$ cat src/rtl/seg_pkg.sv
// seg_pkg: shared constants and types for the 4-digit 7-segment display driver.
//   - Active-low segment patterns for BCD 0..9, the dash shown for 10..15,
//     and the all-off values for cathodes and anodes.
//   - Default ghost-blanking length in mclk cycles.
//   - frame_t: one captured display frame (four BCD digits plus dp enables).
package seg_pkg;

    localparam int GHOST_DEFAULT = 16;

    localparam logic [3:0] AN_OFF   = 4'b1111;
    localparam logic [3:0] AN_FIRST = 4'b1110;

    // Cathode order is {g,f,e,d,c,b,a}, active-low
    localparam logic [6:0] SEG_OFF  = 7'b1111111;
    localparam logic [6:0] SEG_DASH = 7'b0111111;
    localparam logic [6:0] SEG_0    = 7'b1000000;
    localparam logic [6:0] SEG_1    = 7'b1111001;
    localparam logic [6:0] SEG_2    = 7'b0100100;
    localparam logic [6:0] SEG_3    = 7'b0110000;
    localparam logic [6:0] SEG_4    = 7'b0011001;
    localparam logic [6:0] SEG_5    = 7'b0010010;
    localparam logic [6:0] SEG_6    = 7'b0000010;
    localparam logic [6:0] SEG_7    = 7'b1111000;
    localparam logic [6:0] SEG_8    = 7'b0000000;
    localparam logic [6:0] SEG_9    = 7'b0010000;

    typedef struct packed {
        logic [15:0] digits;
        logic [3:0]  dp_mask;
    } frame_t;

endpackage

$ cat src/rtl/seg_mux_if.sv
// seg_mux_if: signal bundle between the scan/counter side and the display driver.
//   an_in    : active-low one-hot anode select from the scanner (bit 0 = rightmost)
//   digits   : four BCD digits, [3:0] = digit 0
//   dp_mask  : per-digit decimal-point enables, active-high
//   load     : one-cycle strobe capturing digits/dp_mask into the shadow frame
//   blank_lz : enables leading-zero suppression
//   an/seg/dp: registered, active-low display pins
// master drives the inputs and observes the pins; slave is the display driver.
interface seg_mux_if;

    logic [3:0]  an_in;
    logic [15:0] digits;
    logic [3:0]  dp_mask;
    logic        load;
    logic        blank_lz;
    logic [3:0]  an;
    logic [6:0]  seg;
    logic        dp;

    modport master (
        output an_in, digits, dp_mask, load, blank_lz,
        input  an, seg, dp
    );

    modport slave (
        input  an_in, digits, dp_mask, load, blank_lz,
        output an, seg, dp
    );

endinterface

$ cat src/rtl/seg_mux_bcd_to_seg.sv
// bcd_to_seg: combinational BCD to active-low 7-segment decoder.
//   bcd : 4-bit digit value
//   seg : {g,f,e,d,c,b,a}, active-low; values 10..15 render as a dash
module bcd_to_seg
    import seg_pkg::*;
(
    input  logic [3:0] bcd,
    output logic [6:0] seg
);

    always_comb begin
        seg = SEG_DASH;
        case (bcd)
            4'd0:    seg = SEG_0;
            4'd1:    seg = SEG_1;
            4'd2:    seg = SEG_2;
            4'd3:    seg = SEG_3;
            4'd4:    seg = SEG_4;
            4'd5:    seg = SEG_5;
            4'd6:    seg = SEG_6;
            4'd7:    seg = SEG_7;
            4'd8:    seg = SEG_8;
            4'd9:    seg = SEG_9;
            default: seg = SEG_DASH;
        endcase
    end

endmodule

$ cat src/rtl/seg_mux.sv
// seg_mux: drives the anode and cathode pins of a 4-digit 7-segment display.
//   mclk : system clock
//   rst  : synchronous active-high reset
//   bus  : seg_mux_if slave (an_in, digits, dp_mask, load, blank_lz in;
//          an, seg, dp out, all registered and active-low)
// Digits are captured into a shadow frame on load and copied to the display
// frame only when the scan enters digit 0, so a frame never tears. Every anode
// change blanks all outputs for GHOST cycles to hide segment ghosting.
module seg_mux
    import seg_pkg::*;
#(
    parameter int GHOST = GHOST_DEFAULT
) (
    input  logic      mclk,
    input  logic      rst,
    seg_mux_if.slave  bus
);

    localparam logic [7:0] GHOST_LOAD = 8'(GHOST);

    frame_t     shadow;
    frame_t     display;
    logic [3:0] an_prev;
    logic [7:0] ghost_cnt;
    logic [3:0] an_q;
    logic [6:0] seg_q;
    logic       dp_q;

    logic       an_change;
    logic       frame_swap;
    logic       sel_valid;
    logic [1:0] sel_idx;
    logic [3:0] cur_digit;
    logic       cur_dp_en;
    logic       lz_blank;
    logic [6:0] dec_seg;

    assign an_change  = (bus.an_in != an_prev);
    assign frame_swap = an_change && (bus.an_in == AN_FIRST);

    // The pins follow an_prev rather than an_in: on the edge where the anode
    // changes, the display frame may still be swapping, so the new digit is
    // only shown once both have settled (one edge later at the earliest).
    always_comb begin
        sel_valid = 1'b0;
        sel_idx   = 2'd0;
        case (an_prev)
            4'b1110: begin sel_valid = 1'b1; sel_idx = 2'd0; end
            4'b1101: begin sel_valid = 1'b1; sel_idx = 2'd1; end
            4'b1011: begin sel_valid = 1'b1; sel_idx = 2'd2; end
            4'b0111: begin sel_valid = 1'b1; sel_idx = 2'd3; end
            default: begin sel_valid = 1'b0; sel_idx = 2'd0; end
        endcase
    end

    assign cur_digit = display.digits[{sel_idx, 2'b00} +: 4];
    assign cur_dp_en = display.dp_mask[sel_idx];

    // A digit is a leading zero when it and every digit to its left are zero.
    always_comb begin
        lz_blank = 1'b0;
        case (sel_idx)
            2'd3: lz_blank = (display.digits[15:12] == 4'd0);
            2'd2: lz_blank = (display.digits[15:8]  == 8'd0);
            2'd1: lz_blank = (display.digits[15:4]  == 12'd0);
            default: lz_blank = 1'b0;
        endcase
        lz_blank = lz_blank && bus.blank_lz;
    end

    bcd_to_seg u_dec (
        .bcd (cur_digit),
        .seg (dec_seg)
    );

    // Frame capture, change detection and ghost counter. A load on the swap
    // edge lands in the shadow while the display takes the previous shadow.
    always_ff @(posedge mclk) begin
        if (rst) begin
            shadow    <= '0;
            display   <= '0;
            an_prev   <= AN_OFF;
            ghost_cnt <= '0;
        end else begin
            an_prev <= bus.an_in;
            if (bus.load)
                shadow <= frame_t'{digits: bus.digits, dp_mask: bus.dp_mask};
            if (frame_swap)
                display <= shadow;
            if (an_change)
                ghost_cnt <= GHOST_LOAD;
            else if (ghost_cnt != 8'd0)
                ghost_cnt <= ghost_cnt - 8'd1;
        end
    end

    // Output registers: everything off while blanking or while the anode
    // select is not a clean one-hot pattern.
    always_ff @(posedge mclk) begin
        if (rst) begin
            an_q  <= AN_OFF;
            seg_q <= SEG_OFF;
            dp_q  <= 1'b1;
        end else if ((ghost_cnt != 8'd0) || !sel_valid) begin
            an_q  <= AN_OFF;
            seg_q <= SEG_OFF;
            dp_q  <= 1'b1;
        end else begin
            an_q  <= an_prev;
            seg_q <= lz_blank ? SEG_OFF : dec_seg;
            dp_q  <= lz_blank ? 1'b1 : ~cur_dp_en;
        end
    end

    assign bus.an  = an_q;
    assign bus.seg = seg_q;
    assign bus.dp  = dp_q;

endmodule

$ cat src/flat_wrapper.sv
// flat-port wrapper written by rule: the top's interface ports become plain ports
module seg_mux_flat import seg_pkg::*;
#(
    parameter int GHOST = GHOST_DEFAULT
)
  (mclk, rst, bus_an_in, bus_digits, bus_dp_mask, bus_load, bus_blank_lz, bus_an, bus_seg, bus_dp);
  seg_mux_if bus_i ();
  input  logic mclk;
  input  logic rst;
  input wire logic [$bits(bus_i.an_in)-1:0] bus_an_in;
  input wire logic [$bits(bus_i.digits)-1:0] bus_digits;
  input wire logic [$bits(bus_i.dp_mask)-1:0] bus_dp_mask;
  input wire logic [$bits(bus_i.load)-1:0] bus_load;
  input wire logic [$bits(bus_i.blank_lz)-1:0] bus_blank_lz;
  output wire logic [$bits(bus_i.an)-1:0] bus_an;
  output wire logic [$bits(bus_i.seg)-1:0] bus_seg;
  output wire logic [$bits(bus_i.dp)-1:0] bus_dp;
  assign bus_i.an_in = bus_an_in;
  assign bus_i.digits = bus_digits;
  assign bus_i.dp_mask = bus_dp_mask;
  assign bus_i.load = bus_load;
  assign bus_i.blank_lz = bus_blank_lz;
  assign bus_an = bus_i.an;
  assign bus_seg = bus_i.seg;
  assign bus_dp = bus_i.dp;
  seg_mux #(.GHOST(GHOST)) u_core (.mclk(mclk), .rst(rst), .bus(bus_i));
endmodule
$ cat config.mk
export PLATFORM = sky130hd
export DESIGN_NAME = seg_mux_flat
export DESIGN_NICKNAME = d
export VERILOG_FILES = /design/src/rtl/seg_pkg.sv /design/src/rtl/seg_mux_if.sv /design/src/rtl/seg_mux_bcd_to_seg.sv /design/src/rtl/seg_mux.sv /design/src/flat_wrapper.sv
export SDC_FILE = /design/constraint.sdc
export NUM_CORES = 1
export LEC_CHECK = 0
export BUFFER_PORTS_ARGS = -buffer_cell sky130_fd_sc_hd__buf_2
export CELL_PAD_IN_SITES_DETAIL_PLACEMENT = 1
export CELL_PAD_IN_SITES_GLOBAL_PLACEMENT = 2
export CORE_ASPECT_RATIO = 1.5
export CORE_MARGIN = 4
export CORE_UTILIZATION = 36
export DETAILED_ROUTE_END_ITERATION = 8
export GPL_TIMING_DRIVEN = 0
export PLACE_DENSITY_LB_ADDON = 0.1
export SLEW_MARGIN = 20
export SYNTH_ARGS = -nofsm -noshare
export SYNTH_HDL_FRONTEND = slang
export SYNTH_HIERARCHICAL = 1
export SYNTH_SLANG_ARGS = --single-unit
$ cat constraint.sdc
create_clock -name mclk -period 2.9 [get_ports mclk]
set_clock_uncertainty 0.2 [all_clocks]
set_input_delay 0.435 -clock mclk [delete_from_list [all_inputs] [get_ports mclk]]
set_output_delay 0.435 -clock mclk [all_outputs]
set_load 0.01 [all_outputs]
==> run summary <==
Drt pass-1 iters - 4
Critical Path Max Stage Delay - 300 ps
Slew of the pin with the lowest slew margin - 711.7 ps
Peak VDD IR - 477.8 uV
Avg Inst Size Synth - 9.773 um2
Clock tree sinks - 64
Fin util - 45.08%
Mapped Area - 2952 um2
Post-cts resize count - 0
Die area - 9741 um2
GP Congestion - 0.7057
Final wirelength - 6.373 mm
Die Y - 118.9 um
Synth cell types - 44
Nets - 385
Sequential-to-total area share from yosys stat - 43.41%
Area leader, netlist - dfxtp_1
Post-synthesis mux area share - 13.90%
Hold Crit Start - bus_an_in[0]
Slowest CP cell - dfxtp_1
Post-synthesis adder-cell area fraction - 2.883%
Critical path required time - 2970 ps
CTS tree - yes
Hold crit path type - in -> reg
WHS - 135.1 ps
Post-CTS Setup Bufs - 0
Post-Synth Simple-Gate Area - 27.26%
Synth Register Bits - 64
Via count - 2188
Setup tns final - 0 ps
Delay-heaviest family, CP - simple AND/OR/NAND/NOR gates
Placed instance area - 3273 um2
Final period utilization - 90.70%
Final max-slew violation count - 0
Predominant post-synthesis flop cell - dfxtp_1
Count leader, synth - dfxtp_1
Static Leak - 1.462 nW
Status - finished, final reports clean
Top post-synthesis cells by area - dfxtp_1 (43%), mux2i_1 (14%), nand2b_1 (10%)
Worst path cell trace - buf_2 -> and4b_1 -> clkbuf_2 -> nor3_2 -> nand2_1 -> nand2_1 -> inv_1 -> ha_1 -> or2b_1 -> a31oi_1 -> nand3b_1
Final setup fails - 0
Vias in the first global route - 2314
Die X - 81.93 um
GR Overflow Total - 0
Hold buffers post-CTS - 0
H-tree depth - 3
CP Class - reg -> reg
EDFF count, synth - 0
CTS clk-pin slew, worst paths - 50 ps
Startpoint types - flip-flop
ANT nets after route - 0
Number of buffers added on ports - 38
Register area - 1281 um2
Detailed placement HPWL - 4.828 mm
Final worst setup slack - 269.6 ps
Antenna Cells - 0
Share of cells above drive strength 1 - 20.79%
Filler cells - 944
First-pass GRT wire length - 10.65 mm
Min Tclk post-route - 2630 ps
Post-synthesis compound-gate area fraction - 5.511%
Peak Freq - 380.2 MHz
Max Fanout on Critical Path - 8
Max Root-Sink Buffers - 2
Final Hold Fails - 0
Slew margin rel. - 52.55%
Syn_nets - 336
Core Area - 8008 um2
CP Launch Point - u_core/an_prev[2]
Design area - 3610 um2
PnR Total Power - 2.291 mW
Most common cell on crit path - nand2_1
Std-Cell Rows - 40
Initial Util - 36.86%
# IOs - 40
RSZ-0062 raised after global routing - no
All-Layer GR Usage - 14.49%
Worst EP arrival - 2700 ps
Dpl ws - 159.8 ps
Critical R2R Launch - u_core/an_prev[2]
Largest net degree at the start of global routing - 12
XOR/XNOR share of the synthesized area - 2.374%
# DRC - 0
Post-synth top area share - 43.41%
Main combinational cell family by area after synthesis - simple AND/OR/NAND/NOR gates
Routed length per instance - 13.82 um
Critical path endpoint category - flip-flop
TritonCTS Buffers - 9
Ys async rst share - 0%
Vias per cell - 4.746
Inst Count DP - 445
Max cap viols - 0
Yosys warns - 6
Top post-synthesis cells by count - dfxtp_1 (64), nand2b_1 (48), mux2i_1 (41)
Initial antenna violation count - 0
Post-Layout Cell Count - 461
Power density cells - 634.7 nW/um2
Initial DRC Count - 63
Buf+Inv Stages, Crit Path - 3
Clk Latency, worst-skew pair - 330 ps
Layout Area Growth over Synthesis - 22.30%
Cells after synthesis - 302
Area occupied by multi-input gates - 1538 um2
Clk Tree Root Cell - clkbuf_16
## logic make-up after synthesis
group,count (synthesis)
multiplexers,41
flip-flops,64
AO/OA/AOI/OAI,23
XOR/XNOR,8
adder cells (fa/ha/maj),7
AND/OR/NAND/NOR,134
buffers and inverters,25
## where the power goes
group	switching [mW]	leakage (nW)	internal, mW
registers	0.0193	0.523	0.911
logic	0.0932	0.774	0.0886
clock network	0.382	0.165	0.796
## layout make-up
| type | count | share of cell area [%] |
|---|---|---|
| Clock buffer | 11 | 7.002 |
| Tap cell | 105 | 3.640 |
| Timing Repair Buffer | 38 | 5.269 |
| Multi-Input combinational cell | 213 | 42.60 |
| Buffer | 19 | 3.189 |
| Inverter | 6 | 0.6239 |
| Sequential cell | 64 | 35.49 |
| Clock inverter | 5 | 2.184 |
## layer usage
metal	vias up	GRT usage, %	part of all wire [%]
li1	1128	-	-
met1	1014	15.76	41
met2	35	24.80	53
met3	11	3.101	3.4
met4	0	8.732	3.0
met5	-	0	0
## sequential cells by signal, summed over array words and instances, names as in the netlist
name and cells:
u_core/ghost_cnt 8, u_core/bus.dp 1, u_core/bus.an 4, u_core/shadow 20, u_core/an_prev 4, u_core/display 20, u_core/bus.seg 7
## cells in the final DEF, fill, tap and decap left out, drive strengths merged, types with 5 or more instances in the layout
cell / netlist / final
nor2: 31 / 31
nand2: 14 / 14
buf: 7 / 45
a21oi: 8 / 8
or2: 5 / 5
nand3b: 8 / 8
mux2i: 41 / 41
clkbuf: 12 / 23
inv: 6 / 6
ha: 6 / 6
dfxtp: 64 / 64
nand2b: 48 / 48
nor4: 7 / 7
## worst register-to-register path: cells and delay by family (launching register included)
family          cells  cell delay (ps)
buf+inv             3              490
flops               1              300
simple gates        6             1200
fa+ha+maj           1              220
compound gates      1              150
## final timing paths
kind                                           to  slack, ps  cells past startpoint
worst max-delay path            u_core/bus.seg[4]        270                     11
worst min-delay path            u_core/an_prev[0]        140                      2
worst max register to register  u_core/bus.seg[4]        270                     11
worst min register to register  u_core/display[3]        280                      2
Power figures use the tool's default switching activity.
